<file path="config.mk">
export PLATFORM = sky130hd
export DESIGN_NAME = bank_cmd_arbiter_flat
export DESIGN_NICKNAME = d
export VERILOG_FILES = /design/src/rtl/bank_cmd_arbiter_if.sv /design/src/rtl/bank_cmd_arbiter.sv /design/src/flat_wrapper.sv
export SDC_FILE = /design/constraint.sdc
export NUM_CORES = 1
export LEC_CHECK = 0
export BUFFER_PORTS_ARGS = -buffer_cell sky130_fd_sc_hd__buf_2
export CORE_ASPECT_RATIO = 0.75
export CORE_UTILIZATION = 50
export DETAILED_ROUTE_END_ITERATION = 7
export PLACE_DENSITY_LB_ADDON = 0.08
export SLEW_MARGIN = 20
export SYNTH_ARGS = -nofsm -noshare
export SYNTH_HDL_FRONTEND = slang
export SYNTH_SLANG_ARGS = --single-unit
</file>
<file path="constraint.sdc">
create_clock -name sys_clk -period 14.45 [get_ports sys_clk]
set_input_delay 2.89 -clock sys_clk [delete_from_list [all_inputs] [get_ports sys_clk]]
set_output_delay 2.89 -clock sys_clk [all_outputs]
set_load 0.005 [all_outputs]
</file>
<file path="src/rtl/bank_cmd_arbiter_if.sv">
// Bankmachine-side command bundle, timing configuration and PHY-side command
// port of the bank command arbiter.
interface bank_cmd_arbiter_if #(
  parameter int NBANKS = 8,
  parameter int ABITS  = 17
);
  localparam int BW = (NBANKS > 1) ? $clog2(NBANKS) : 1;

  logic [NBANKS-1:0]       bm_cmd_valid;
  logic [NBANKS-1:0]       bm_cmd_ready;
  logic [NBANKS*ABITS-1:0] bm_cmd_a;
  logic [NBANKS-1:0]       bm_cmd_cas;
  logic [NBANKS-1:0]       bm_cmd_ras;
  logic [NBANKS-1:0]       bm_cmd_we;
  logic [NBANKS-1:0]       bm_cmd_is_cmd;
  logic [NBANKS-1:0]       bm_cmd_is_read;
  logic [NBANKS-1:0]       bm_cmd_is_write;

  logic [7:0]              tRRD_cfg;
  logic [7:0]              tFAW_cfg;
  logic [7:0]              tWTR_cfg;
  logic [7:0]              tRTW_cfg;

  logic                    out_valid;
  logic                    out_ready;
  logic [ABITS-1:0]        out_a;
  logic [BW-1:0]           out_ba;
  logic                    out_cas;
  logic                    out_ras;
  logic                    out_we;
  logic                    out_is_cmd;
  logic                    out_is_read;
  logic                    out_is_write;

  modport slave (
    input  bm_cmd_valid, bm_cmd_a, bm_cmd_cas, bm_cmd_ras, bm_cmd_we,
    input  bm_cmd_is_cmd, bm_cmd_is_read, bm_cmd_is_write,
    input  tRRD_cfg, tFAW_cfg, tWTR_cfg, tRTW_cfg,
    input  out_ready,
    output bm_cmd_ready,
    output out_valid, out_a, out_ba, out_cas, out_ras, out_we,
    output out_is_cmd, out_is_read, out_is_write
  );

  modport master (
    output bm_cmd_valid, bm_cmd_a, bm_cmd_cas, bm_cmd_ras, bm_cmd_we,
    output bm_cmd_is_cmd, bm_cmd_is_read, bm_cmd_is_write,
    output tRRD_cfg, tFAW_cfg, tWTR_cfg, tRTW_cfg,
    output out_ready,
    input  bm_cmd_ready,
    input  out_valid, out_a, out_ba, out_cas, out_ras, out_we,
    input  out_is_cmd, out_is_read, out_is_write
  );
endinterface

</file>
<file path="src/rtl/bank_cmd_arbiter.sv">
// Round-robin arbiter sharing one DRAM command slot among the bankmachines,
// enforcing tRRD/tFAW/tWTR/tRTW and registering the winner toward the PHY.
module bank_cmd_arbiter #(
  parameter int NBANKS = 8,
  parameter int ABITS  = 17
) (
  input logic              sys_clk,
  input logic              sys_rst,
  bank_cmd_arbiter_if.slave bus
);
  localparam int BW = (NBANKS > 1) ? $clog2(NBANKS) : 1;

  // Timers hold the number of further cycles a class stays blocked, so a
  // cfg of N lets the next command go N cycles after the loading transfer.
  function automatic logic [7:0] span(input logic [7:0] cfg);
    return (cfg == 8'd0) ? 8'd0 : cfg - 8'd1;
  endfunction

  function automatic logic [7:0] dec(input logic [7:0] t);
    return (t == 8'd0) ? 8'd0 : t - 8'd1;
  endfunction

  logic [NBANKS-1:0] is_act;
  logic [NBANKS-1:0] elig;
  logic [NBANKS-1:0] ready;
  logic [BW-1:0]     gnt_idx;
  logic [BW-1:0]     cand;
  logic              gnt_any;
  logic              ld;
  logic              xfer;
  logic              faw_full;
  logic [1:0]        faw_free;
  int                scan;

  logic [BW-1:0]     ptr_q, ptr_d;
  logic [7:0]        trrd_q, trrd_d;
  logic [7:0]        wtr_q, wtr_d;
  logic [7:0]        rtw_q, rtw_d;
  logic [7:0]        faw_q [4];
  logic [7:0]        faw_d [4];

  logic              valid_q, valid_d;
  logic [ABITS-1:0]  a_q, a_d;
  logic [BW-1:0]     ba_q, ba_d;
  logic              cas_q, cas_d;
  logic              ras_q, ras_d;
  logic              we_q, we_d;
  logic              is_cmd_q, is_cmd_d;
  logic              is_read_q, is_read_d;
  logic              is_write_q, is_write_d;

  logic [ABITS-1:0]  sel_a;
  logic              sel_cas, sel_ras, sel_we;
  logic              sel_is_cmd, sel_is_read, sel_is_write, sel_act;

  assign faw_full = (faw_q[0] != 8'd0) && (faw_q[1] != 8'd0) &&
                    (faw_q[2] != 8'd0) && (faw_q[3] != 8'd0);

  always_comb begin
    is_act = '0;
    elig   = '0;
    for (int i = 0; i < NBANKS; i++) begin
      is_act[i] = bus.bm_cmd_is_cmd[i] & bus.bm_cmd_ras[i] &
                  ~bus.bm_cmd_cas[i] & ~bus.bm_cmd_we[i];
      elig[i]   = bus.bm_cmd_valid[i] &
                  ~((is_act[i] & ((trrd_q != 8'd0) | faw_full)) |
                    (bus.bm_cmd_is_read[i]  & (wtr_q != 8'd0)) |
                    (bus.bm_cmd_is_write[i] & (rtw_q != 8'd0)));
    end
  end

  // Scan starts one past the last winner and wraps.
  always_comb begin
    gnt_any = 1'b0;
    gnt_idx = '0;
    scan    = 0;
    cand    = '0;
    for (int k = 1; k <= NBANKS; k++) begin
      scan = (int'(ptr_q) + k) % NBANKS;
      cand = BW'(scan);
      if (!gnt_any && elig[cand]) begin
        gnt_any = 1'b1;
        gnt_idx = cand;
      end
    end
  end

  assign ld   = ~valid_q | bus.out_ready;
  assign xfer = ld & gnt_any;

  always_comb begin
    ready        = '0;
    sel_a        = '0;
    sel_cas      = 1'b0;
    sel_ras      = 1'b0;
    sel_we       = 1'b0;
    sel_is_cmd   = 1'b0;
    sel_is_read  = 1'b0;
    sel_is_write = 1'b0;
    sel_act      = 1'b0;
    for (int i = 0; i < NBANKS; i++) begin
      if (gnt_idx == BW'(i)) begin
        ready[i]     = ld & gnt_any & ~sys_rst;
        sel_a        = bus.bm_cmd_a[i*ABITS +: ABITS];
        sel_cas      = bus.bm_cmd_cas[i];
        sel_ras      = bus.bm_cmd_ras[i];
        sel_we       = bus.bm_cmd_we[i];
        sel_is_cmd   = bus.bm_cmd_is_cmd[i];
        sel_is_read  = bus.bm_cmd_is_read[i];
        sel_is_write = bus.bm_cmd_is_write[i];
        sel_act      = is_act[i];
      end
    end
  end

  assign bus.bm_cmd_ready = ready;

  always_comb begin
    faw_free = 2'd0;
    for (int j = 3; j >= 0; j--) begin
      if (faw_q[j] == 8'd0) faw_free = 2'(j);
    end
  end

  // A load wins over the decrement of the same timer.
  always_comb begin
    trrd_d = dec(trrd_q);
    wtr_d  = dec(wtr_q);
    rtw_d  = dec(rtw_q);
    for (int j = 0; j < 4; j++) faw_d[j] = dec(faw_q[j]);
    if (xfer && sel_act) begin
      trrd_d          = span(bus.tRRD_cfg);
      faw_d[faw_free] = span(bus.tFAW_cfg);
    end
    if (xfer && sel_is_write) wtr_d = span(bus.tWTR_cfg);
    if (xfer && sel_is_read)  rtw_d = span(bus.tRTW_cfg);
  end

  always_comb begin
    ptr_d      = ptr_q;
    valid_d    = valid_q;
    a_d        = a_q;
    ba_d       = ba_q;
    cas_d      = cas_q;
    ras_d      = ras_q;
    we_d       = we_q;
    is_cmd_d   = is_cmd_q;
    is_read_d  = is_read_q;
    is_write_d = is_write_q;
    if (xfer) begin
      ptr_d      = gnt_idx;
      valid_d    = 1'b1;
      a_d        = sel_a;
      ba_d       = gnt_idx;
      cas_d      = sel_cas;
      ras_d      = sel_ras;
      we_d       = sel_we;
      is_cmd_d   = sel_is_cmd;
      is_read_d  = sel_is_read;
      is_write_d = sel_is_write;
    end else if (ld) begin
      valid_d    = 1'b0;
    end
  end

  always_ff @(posedge sys_clk or posedge sys_rst) begin
    if (sys_rst) begin
      ptr_q      <= BW'(NBANKS - 1);
      trrd_q     <= 8'd0;
      wtr_q      <= 8'd0;
      rtw_q      <= 8'd0;
      for (int j = 0; j < 4; j++) faw_q[j] <= 8'd0;
      valid_q    <= 1'b0;
      a_q        <= '0;
      ba_q       <= '0;
      cas_q      <= 1'b0;
      ras_q      <= 1'b0;
      we_q       <= 1'b0;
      is_cmd_q   <= 1'b0;
      is_read_q  <= 1'b0;
      is_write_q <= 1'b0;
    end else begin
      ptr_q      <= ptr_d;
      trrd_q     <= trrd_d;
      wtr_q      <= wtr_d;
      rtw_q      <= rtw_d;
      for (int j = 0; j < 4; j++) faw_q[j] <= faw_d[j];
      valid_q    <= valid_d;
      a_q        <= a_d;
      ba_q       <= ba_d;
      cas_q      <= cas_d;
      ras_q      <= ras_d;
      we_q       <= we_d;
      is_cmd_q   <= is_cmd_d;
      is_read_q  <= is_read_d;
      is_write_q <= is_write_d;
    end
  end

  assign bus.out_valid    = valid_q;
  assign bus.out_a        = a_q;
  assign bus.out_ba       = ba_q;
  assign bus.out_cas      = cas_q;
  assign bus.out_ras      = ras_q;
  assign bus.out_we       = we_q;
  assign bus.out_is_cmd   = is_cmd_q;
  assign bus.out_is_read  = is_read_q;
  assign bus.out_is_write = is_write_q;
endmodule

</file>
<file path="src/flat_wrapper.sv">
// flat-port wrapper written by rule: the top's interface ports become plain ports
module bank_cmd_arbiter_flat 
#(
  parameter int NBANKS = 8,
  parameter int ABITS  = 17
)
  (sys_clk, sys_rst, bus_bm_cmd_valid, bus_bm_cmd_a, bus_bm_cmd_cas, bus_bm_cmd_ras, bus_bm_cmd_we, bus_bm_cmd_is_cmd, bus_bm_cmd_is_read, bus_bm_cmd_is_write, bus_tRRD_cfg, bus_tFAW_cfg, bus_tWTR_cfg, bus_tRTW_cfg, bus_out_ready, bus_bm_cmd_ready, bus_out_valid, bus_out_a, bus_out_ba, bus_out_cas, bus_out_ras, bus_out_we, bus_out_is_cmd, bus_out_is_read, bus_out_is_write);
  bank_cmd_arbiter_if #(.NBANKS(NBANKS), .ABITS(ABITS)) bus_i ();
  input logic sys_clk;
  input logic sys_rst;
  input wire logic [$bits(bus_i.bm_cmd_valid)-1:0] bus_bm_cmd_valid;
  input wire logic [$bits(bus_i.bm_cmd_a)-1:0] bus_bm_cmd_a;
  input wire logic [$bits(bus_i.bm_cmd_cas)-1:0] bus_bm_cmd_cas;
  input wire logic [$bits(bus_i.bm_cmd_ras)-1:0] bus_bm_cmd_ras;
  input wire logic [$bits(bus_i.bm_cmd_we)-1:0] bus_bm_cmd_we;
  input wire logic [$bits(bus_i.bm_cmd_is_cmd)-1:0] bus_bm_cmd_is_cmd;
  input wire logic [$bits(bus_i.bm_cmd_is_read)-1:0] bus_bm_cmd_is_read;
  input wire logic [$bits(bus_i.bm_cmd_is_write)-1:0] bus_bm_cmd_is_write;
  input wire logic [$bits(bus_i.tRRD_cfg)-1:0] bus_tRRD_cfg;
  input wire logic [$bits(bus_i.tFAW_cfg)-1:0] bus_tFAW_cfg;
  input wire logic [$bits(bus_i.tWTR_cfg)-1:0] bus_tWTR_cfg;
  input wire logic [$bits(bus_i.tRTW_cfg)-1:0] bus_tRTW_cfg;
  input wire logic [$bits(bus_i.out_ready)-1:0] bus_out_ready;
  output wire logic [$bits(bus_i.bm_cmd_ready)-1:0] bus_bm_cmd_ready;
  output wire logic [$bits(bus_i.out_valid)-1:0] bus_out_valid;
  output wire logic [$bits(bus_i.out_a)-1:0] bus_out_a;
  output wire logic [$bits(bus_i.out_ba)-1:0] bus_out_ba;
  output wire logic [$bits(bus_i.out_cas)-1:0] bus_out_cas;
  output wire logic [$bits(bus_i.out_ras)-1:0] bus_out_ras;
  output wire logic [$bits(bus_i.out_we)-1:0] bus_out_we;
  output wire logic [$bits(bus_i.out_is_cmd)-1:0] bus_out_is_cmd;
  output wire logic [$bits(bus_i.out_is_read)-1:0] bus_out_is_read;
  output wire logic [$bits(bus_i.out_is_write)-1:0] bus_out_is_write;
  assign bus_i.bm_cmd_valid = bus_bm_cmd_valid;
  assign bus_i.bm_cmd_a = bus_bm_cmd_a;
  assign bus_i.bm_cmd_cas = bus_bm_cmd_cas;
  assign bus_i.bm_cmd_ras = bus_bm_cmd_ras;
  assign bus_i.bm_cmd_we = bus_bm_cmd_we;
  assign bus_i.bm_cmd_is_cmd = bus_bm_cmd_is_cmd;
  assign bus_i.bm_cmd_is_read = bus_bm_cmd_is_read;
  assign bus_i.bm_cmd_is_write = bus_bm_cmd_is_write;
  assign bus_i.tRRD_cfg = bus_tRRD_cfg;
  assign bus_i.tFAW_cfg = bus_tFAW_cfg;
  assign bus_i.tWTR_cfg = bus_tWTR_cfg;
  assign bus_i.tRTW_cfg = bus_tRTW_cfg;
  assign bus_i.out_ready = bus_out_ready;
  assign bus_bm_cmd_ready = bus_i.bm_cmd_ready;
  assign bus_out_valid = bus_i.out_valid;
  assign bus_out_a = bus_i.out_a;
  assign bus_out_ba = bus_i.out_ba;
  assign bus_out_cas = bus_i.out_cas;
  assign bus_out_ras = bus_i.out_ras;
  assign bus_out_we = bus_i.out_we;
  assign bus_out_is_cmd = bus_i.out_is_cmd;
  assign bus_out_is_read = bus_i.out_is_read;
  assign bus_out_is_write = bus_i.out_is_write;
  bank_cmd_arbiter #(.NBANKS(NBANKS), .ABITS(ABITS)) u_core (.sys_clk(sys_clk), .sys_rst(sys_rst), .bus(bus_i));
endmodule
</file>
Word level (Yosys, flattened, before mapping) --
Index checks and enable logic that the tools add are counted.
Word-level totals: bits in registers 86, bits of input ports 227, output and inout port bits 35, logic and storage cells 325
Operators by class: add/subtract/negate cells 19, magnitude comparators 10, eq/ne operators 7, mux-type cells 128, bitwise operators 103, reductions and logical operators 41
Operator list (number):
- two-way mux 17 bit | 8
- two-way mux 8 bit | 15
- logical NOT 8 bit | 11
- subtractor 8 x 1 -> 8 bit, second input constant | 11
- two-way mux 1 bit | 82
- AND 1 bit | 58
- nonzero test 8 bit | 7
- bitwise mux 32 bit | 1
- < comparator 3 x 4 -> 1 bit, second input constant | 8
- two-way mux 32 bit | 1
- NOT 1 bit | 26
- binary-select mux 1 bit (select 3 bit) | 8
- two-way mux 3 bit | 8
- bitwise OR 1 bit | 18
- demux 8 bit (select 2 bit) | 1
- logical AND 1 bit | 14
- adder 3 bit, second input constant | 4
- equality test 3 bit, second input constant | 4
- two-way mux 2 bit | 4
- logical NOT 1 bit | 7
- adder 3 x 1 -> 3 bit, second input constant | 2
- adder 3 x 2 -> 3 bit, second input constant | 2
- equality test 3 x 2 -> 1 bit, second input constant | 2
- equality test 3 x 1 -> 1 bit, second input constant | 1
- 5 further kinds | 5

Longest topological paths before layout --
Gate-level depths: netlist of run 1.
depth after elaboration 45, mapped depth 21, depth with buffers taken out 16

Worst setup path before layout of run 1 --
No wires, ideal clock.
kind in2out, start in bus_bm_cmd_cas[1], end out bus_bm_cmd_ready[1], arrival 6.367 ns, required time 11.560 ns, slack 5.193 ns, stages 15, buffers on the path 4, cells stage by stage nor4bb_1 -> o21ai_0 -> nand4_1 -> nor2_2 -> mux4_2 -> a211oi_1 -> o21ai_0 -> a21o_1 -> a32oi_1 -> buf_4 -> buf_2 -> buf_2 -> clkbuf_1 -> nand4_1 -> nor2_1
Between the ends: word-level cells in the longest chain between the ends 35, elaborated cells on any way between the ends 58, those cells by class eq/ne: 1; mux: 33; bitwise: 10; reduce/logical: 14
RTL lines:
- start, declared | RTL line flat_wrapper.sv:13 | input wire logic [$bits(bus_i.bm_cmd_cas)-1:0] bus_bm_cmd_cas;
- NOT 1 bit * | RTL line bank_cmd_arbiter.sv:64 | ~bus.bm_cmd_cas[i] & ~bus.bm_cmd_we[i];
- AND 1 bit * | RTL line bank_cmd_arbiter.sv:63 | is_act[i] = bus.bm_cmd_is_cmd[i] & bus.bm_cmd_ras[i] &
- AND 1 bit * | RTL line bank_cmd_arbiter.sv:64
- AND 1 bit * | RTL line bank_cmd_arbiter.sv:66 | ~((is_act[i] & ((trrd_q != 8'd0) | faw_full)) |
- bitwise OR 1 bit * | RTL line bank_cmd_arbiter.sv:66
- bitwise OR 1 bit * | RTL line bank_cmd_arbiter.sv:67 | (bus.bm_cmd_is_read[i] & (wtr_q != 8'd0)) |
- NOT 1 bit * | RTL line bank_cmd_arbiter.sv:66
- AND 1 bit * | RTL line bank_cmd_arbiter.sv:65 | elig[i] = bus.bm_cmd_valid[i] &
- [18 not listed]
- logical NOT 1 bit | RTL line bank_cmd_arbiter.sv:81 | if (!gnt_any && elig[cand]) begin
- logical AND 1 bit | RTL line bank_cmd_arbiter.sv:81
- two-way mux 1 bit | RTL line bank_cmd_arbiter.sv:81
- logical NOT 1 bit | RTL line bank_cmd_arbiter.sv:81
- logical AND 1 bit | RTL line bank_cmd_arbiter.sv:81
- two-way mux 1 bit | RTL line bank_cmd_arbiter.sv:81
- AND 1 bit (2 in series) | RTL line bank_cmd_arbiter.sv:103 | ready[i] = ld & gnt_any & ~sys_rst;
- two-way mux 1 bit * | RTL line bank_cmd_arbiter.sv:102 | if (gnt_idx == BW'(i)) begin
- end, declared | RTL line flat_wrapper.sv:24 | output wire logic [$bits(bus_i.bm_cmd_ready)-1:0] bus_bm_cmd_ready;
Mark *: on every way between the ends. The rest lies on a longest branch, timed or not. The select of a mux whose other input is x is not followed.

Final worst setup path of run 1 --
start in bus_bm_cmd_cas[1], end out bus_bm_cmd_ready[6]
The elaborated chain is that of the path after synthesis.

==> flow_summary.ini, run 1 <==
[logic_synthesis]
synthArstFlopShare_pct = 100
synth_area_leaders = dfrtp_1, mux2i_1, a211oi_1
synth-main-ff-cell = dfrtp_1
synth_top_cell_by_area = dfrtp_1
synth_warnings = 0
synth_cell_types = 97
yosys.area.top_type_share_pct = 24.9
seq_area_frac_synth_pct = 25.8
synth_edf_count = 0
syn_nets = 1275
ys_seq_elements = 86
postSynthCellCount = 1030
syn_area_per_cell_um2 = 8.11
syn_area_mm2 = 0.00835

[finish]
drive_gt1_share_pct = 27.2
area_growth_pct = 20.1
nNetsFinal = 1492
utilization_pct = 62.0
fillers = 1484
instances_no_fill = 1464
layout_commonest_cell = buf_2
stdcell_area_mm2 = 0.0100
final_cell_mix = buf_2, nand2_1, dfrtp_1

[critical_path]
cp.depth = 13
reg2reg_depth = 17
cp.buffers_inverters = 3
rrSetupSlack_ps = 7430
crit_chain = buf_2 > nor4bb_1 > o21ai_0 > nand4_1 > nor2_2 > mux4_2 > a211oi_1 > or4b_1 > a21oi_1 > a221o_4 > inv_2 > nor3_1 > buf_2
crit_start = bus_bm_cmd_cas[1]
endpoint_kind = output port
worst_path_max_delay_cell = a221o_4
crit_path_frequent_cell = buf_2
path_class = primary input to output port
cp_max_fo = 84
critPathArrivalTime_ps = 7570
worstPathRequired_ps = 11560
cp_top_family = compound AO/OA/AOI/OAI gates
r2r-end = u_core.rtw_q[1]
r2r_start = u_core.ptr_q[0]
cp_slowest_stage_delay_ps = 780
startpoint_type = primary input
cp-endpoint = bus_bm_cmd_ready[6]

[clock_network]
clock_sinks = 86
cts.path.max_buffers = 2
post_cts_resized = 0
cts_hold_buf = 0
cts_buffers = 9
cts_max_level = 3
cts_tree = built
path_clk_slew_ps = 60
root_buffer = clkbuf_16
post_cts_buffers = 0
clk-insertion-delay-late_ps = 360

[routing]
vias = 8841
first_pass_iters = 5
via_per_inst = 6.04
final_antenna_net_count = 0
wirelength_um = 26800
drt_iter0_drc = 634
drc = 0
routedWlPerCell_um = 18.3

[grt]
grt_max_degree = 86
grt_overflow = 0
grt_usage_pct = 31.2
first_global_vias = 7846
antenna_found_initial = 2
grt_first_pass_wirelength_um = 41700

[floorplanning]
dieArea_mm2 = 0.0172
start_util_pct = 51.7
io_pins = 262
core_area_mm2 = 0.0162
die_h_um = 114
die_w_um = 151
num_rows = 40

[sta]
worst_pin_slew_ps = 983
fin_crit_sh_pct = 72.4
hold_viol = 0
finalSetupViolCount = 0
slew_headroom_pct = 34.5
period_minus_slack_ps = 10460
drv_slew = 0
fin_setup_tns_ps = 0
grt_setup_unrepaired = no
finalClockSkew_ps = 12.5
clock.fmax_mhz = 95.6

[pwr]
p_switching_mw = 1.53
p_int_mw = 1.38
ir_worst_vdd_uv = 229
seqPwrFrac_pct = 15.6
leakage_nw = 4.44
powerDensity_mw_per_mm2 = 289
power_frac_comb_pct = 75.6
pwr-share-clk_pct = 8.7
switching_share_pct = 52.6

[placement]
gp_congestion = 0.957
place_inst = 1446
portBuffers = 261
dp_hpwl_um = 21200
place_area_mm2 = 0.00970

[outcome]
status = completed

[worst_hold_path]
hp-class = register to register

[flow_run]
cap_violations = 0
flip-flops by register name (all words and copies together), names as in the netlist:
signal and count:
u_core.trrd_q 8, u_core.bus.out_is_cmd 1, u_core.bus.out_ras 1, u_core.bus.out_is_read 1, u_core.faw_q 32, u_core.bus.out_cas 1
u_core.bus.out_we 1, u_core.bus.out_is_write 1, u_core.bus.out_ba 3, u_core.bus.out_a 17, u_core.ptr_q 3, u_core.bus.out_valid 1
u_core.rtw_q 8, u_core.wtr_q 8
kinds of logic (layout without fill, tap and decap cells):
kind of cell	Yosys count	after routing	synth area share [%]
AND/OR/NAND/NOR	373	373	23.4
AO/OA/AOI/OAI	313	313	25.8
buffers and inverters	102	324	5.56
multiplexers	88	88	11.5
flip-flops	86	86	25.8
XOR/XNOR	50	50	5.24
adder cells (fa/ha/maj)	18	18	2.70
other	0	2	0
worst min-delay path: cells and delay by family, from the launching register on:
family	cells	cell delay (ps)
DFF	1	340
AOI/OAI and AO/OA	1	60
and+or+nand+nor	1	40
cells in the mapped netlist, types with 11 or more instances:
master      n
nor4_1     11
xnor2_1    24
nand3_1    20
nor2b_1    27
inv_1      35
or3_1      11
nor2_1     66
mux2_2     12
clkbuf_1   29
nor3_1     44
buf_2      19
nand4_1    16
mux2i_1    68
o21ai_0    37
o22ai_1    35
ha_1       18
a211oi_1   64
xor2_1     26
o21ai_1    22
nand2_1   103
dfrtp_1    83
a21oi_1    71
power by group through the flow:
stage | clock network, mW | registers [mW] | logic, mW
floorplan | 0 | 0.416 | 1.80
global placement | 0 | 0.451 | 2.15
detailed placement | 0 | 0.453 | 2.18
CTS | 0.258 | 0.451 | 2.18
global route | 0.267 | 0.467 | 2.42
finish | 0.254 | 0.454 | 2.19
stage by stage:
stage | setup slack [ps] | power (mW) | hold WS [ps]
4_1_cts | 4030 | 2.89 | 483
3_5_place_dp | 4040 | 2.63 | 463
3_3_place_gp | 4220 | 2.60 | 456
6_report | 3990 | 2.90 | 480
5_1_grt | 3620 | 3.15 | 510
2_1_floorplan | 5190 | 2.21 | 449
worst min path at each step:
stage / start / end / slack (ps) / cells past startpoint
after floorplan: u_core.faw_q[0] / u_core.faw_q[0] / 450 / 1
after global placement: u_core.bus.out_ba[2] / u_core.bus.out_ba[2] / 460 / 1
after detailed placement: u_core.bus.out_is_write / u_core.bus.out_is_write / 460 / 1
after CTS: u_core.bus.out_a[16] / u_core.bus.out_a[16] / 480 / 2
after global routing: u_core.bus.out_a[6] / u_core.bus.out_a[6] / 510 / 2
final: u_core.bus.out_a[14] / u_core.bus.out_a[14] / 480 / 2
metal layers:
| metal | share of wire (%) | vias up | wire length [um] | GRT usage, % |
|---|---|---|---|---|
| met4 | 1.4 | 2 | 364 | 7.07 |
| met1 | 47 | 4188 | 12700 | 46.4 |
| met2 | 43 | 340 | 11400 | 43.8 |
| met3 | 8.7 | 28 | 2330 | 8.96 |
| li1 | - | 4283 | - | - |
| met5 | 0.037 | - | 10 | 0 |
cell type report:
cell class,instances,area [um2],share of cell area [%]
Clock buffer,11,243,2.42
Antenna cell,2,5.00,0.0499
Timing Repair Buffer,269,1370,13.6
Multi-Input combinational cell,842,5760,57.5
Tap cell,210,263,2.62
Clock inverter,5,82.6,0.824
Sequential cell,86,2160,21.5
Inverter,39,148,1.47
Note: power is estimated with default switching activity, not from simulation.
==> run 2, diff against run 1 <==
--- a/config.mk
+++ b/config.mk
@@ -7,7 +7,7 @@
 export LEC_CHECK = 0
 export BUFFER_PORTS_ARGS = -buffer_cell sky130_fd_sc_hd__buf_2
 export CORE_ASPECT_RATIO = 0.75
-export CORE_UTILIZATION = 50
+export CORE_UTILIZATION = 48
 export DETAILED_ROUTE_END_ITERATION = 7
 export PLACE_DENSITY_LB_ADDON = 0.08
 export SLEW_MARGIN = 20
==> constraint.sdc (replaced) <==
create_clock -name sys_clk -period 9.4 [get_ports sys_clk]
set_input_delay 1.88 -clock sys_clk [delete_from_list [all_inputs] [get_ports sys_clk]]
set_output_delay 1.88 -clock sys_clk [all_outputs]
set_load 0.005 [all_outputs]
==> run 2 against run 1 <==
Non-clock buffer count is 3 higher; critical endpoint is now bus_bm_cmd_ready[3]; final cell count is 0.55% higher; largest power group unchanged; final area is 0.27% higher; sequential share of layout area is 0.059 points lower; largest cell class unchanged; count of clock-buffer cells in the layout stayed put.
==> flow_summary.ini, run 2 (same netlist as run 1, synthesis figures left out) <==
[outcome]
status = completed

[flow_run]
cap_violations = 0

[routing]
via_per_inst = 6.03
vias = 8876
drt_iter0_drc = 811
final_antenna_net_count = 0
wirelength_um = 28200
first_pass_iters = 5
drc = 0
routedWlPerCell_um = 19.2

[clock_network]
cts.path.max_buffers = 2
cts_buffers = 9
root_buffer = clkbuf_16
cts_hold_buf = 0
clock_sinks = 86
post_cts_buffers = 0
path_clk_slew_ps = 60
cts_tree = built
cts_max_level = 3
post_cts_resized = 0
clk-insertion-delay-late_ps = 360

[finish]
nNetsFinal = 1495
area_growth_pct = 20.4
seq_area_mm2 = 0.00216
largest_register_ffs = 32
final_cell_mix = buf_2, nand2_1, dfrtp_1
drive_gt1_share_pct = 27.3
multi_input_area_mm2 = 0.00576
fillers = 1611
top_register = u_core.faw_q
utilization_pct = 59.4
layout_commonest_cell = buf_2

[floorplanning]
start_util_pct = 49.3
io_pins = 262
die_h_um = 116
num_rows = 41
dieArea_mm2 = 0.0179
core_area_mm2 = 0.0169
die_w_um = 154

[critical_path]
worstPathRequired_ps = 7520
rrSetupSlack_ps = 3330
r2r_start = u_core.ptr_q[0]
startpoint_type = primary input
path_class = primary input to output port
critPathArrivalTime_ps = 5820
reg2reg_depth = 14
r2r-end = u_core.faw_q[10]
cp_max_fo = 8
endpoint_kind = output port

[pwr]
powerDensity_mw_per_mm2 = 452
leakage_nw = 4.45
p_int_mw = 2.13
p_switching_mw = 2.42
seqPwrFrac_pct = 15.4
pwr-share-clk_pct = 8.7
power_frac_comb_pct = 75.9
ir_worst_vdd_uv = 373
switching_share_pct = 53.2

[grt]
grt_max_degree = 81
grt_first_pass_wirelength_um = 42700
grt_usage_pct = 30.8
grt_overflow = 0
first_global_vias = 7852
antenna_found_initial = 6

[placement]
portBuffers = 261
gp_congestion = 0.995
dp_hpwl_um = 22200

[sta]
hold_viol = 0
fin_setup_tns_ps = 0
period_minus_slack_ps = 7700
worst_pin_slew_ps = 934
finalSetupViolCount = 0
clock.fmax_mhz = 130
fin_crit_sh_pct = 81.9
grt_setup_unrepaired = no
finalClockSkew_ps = 12.5
drv_slew = 0
slew_headroom_pct = 37.3

[worst_hold_path]
hold_path_end = u_core.bus.out_ba[2]
hp-start = u_core.bus.out_ba[2]
hp-class = register to register
min_path_cells = 1
## run 2: layout make-up
cell class	count	area share [%]
Multi-Input combinational cell	842	57.3
Sequential cell	86	21.4
Timing Repair Buffer	272	13.8
Tap cell	215	2.68
Clock buffer	11	2.41
Inverter	39	1.47
Clock inverter	5	0.809
Antenna cell	2	0.0498
## run 2: worst max-delay path by stage
stage          slack (ps)                   to              start  cells after the start
3_5_place_dp         1780  bus_bm_cmd_ready[3]  bus_bm_cmd_cas[1]                     14
5_1_grt              1450  bus_bm_cmd_ready[2]  bus_bm_cmd_cas[1]                     13
2_1_floorplan        2160  bus_bm_cmd_ready[1]  bus_bm_cmd_cas[1]                     15
6_report             1700  bus_bm_cmd_ready[3]  bus_bm_cmd_cas[1]                     14
4_1_cts              1770  bus_bm_cmd_ready[3]  bus_bm_cmd_cas[1]                     14
3_3_place_gp         1820  bus_bm_cmd_ready[3]  bus_bm_cmd_cas[1]                     14
## run 2: power groups by stage
stage	clock network (mW)	logic [mW]	registers [mW]
global route	0.415	3.76	0.721
CTS	0.401	3.40	0.694
global placement	0	3.37	0.696
finish	0.396	3.45	0.699
floorplan	0	2.76	0.640
detailed placement	0	3.40	0.697
## run 2: metrics by stage
stage / cells / setup slack (ps) / hold WS (ps) / instance area, um2 / total power, mW
3_5_place_dp: 1454 / 1780 / 464 / 9730 / 4.09
4_1_cts: 1470 / 1770 / 483 / 10000 / 4.50
3_3_place_gp: 1454 / 1820 / 457 / 9730 / 4.07
6_report: 1472 / 1700 / 476 / 10100 / 4.55
2_1_floorplan: 1030 / 2160 / 449 / 8350 / 3.40
5_1_grt: 1470 / 1450 / 500 / 10000 / 4.90
## run 2: layer usage
metal	share of wire [%]	up-vias	global-route usage, %
li1	-	4317	-
met1	47	4164	45.7
met2	42	356	43.8
met3	9.6	31	9.35
met4	0.90	8	5.74
met5	0.20	-	0
## run 2: worst max-delay path, cell delays in order
cell and delay (ps):
buf_2 110, nor4bb_1 700, o21ai_0 200, nand4_1 210, nor2_2 120, mux4_2 460, a211oi_1 630, or4b_1 490
a21oi_1 190, a221o_4 170, and2_1 340, inv_1 100, nor2_1 110, buf_2 120
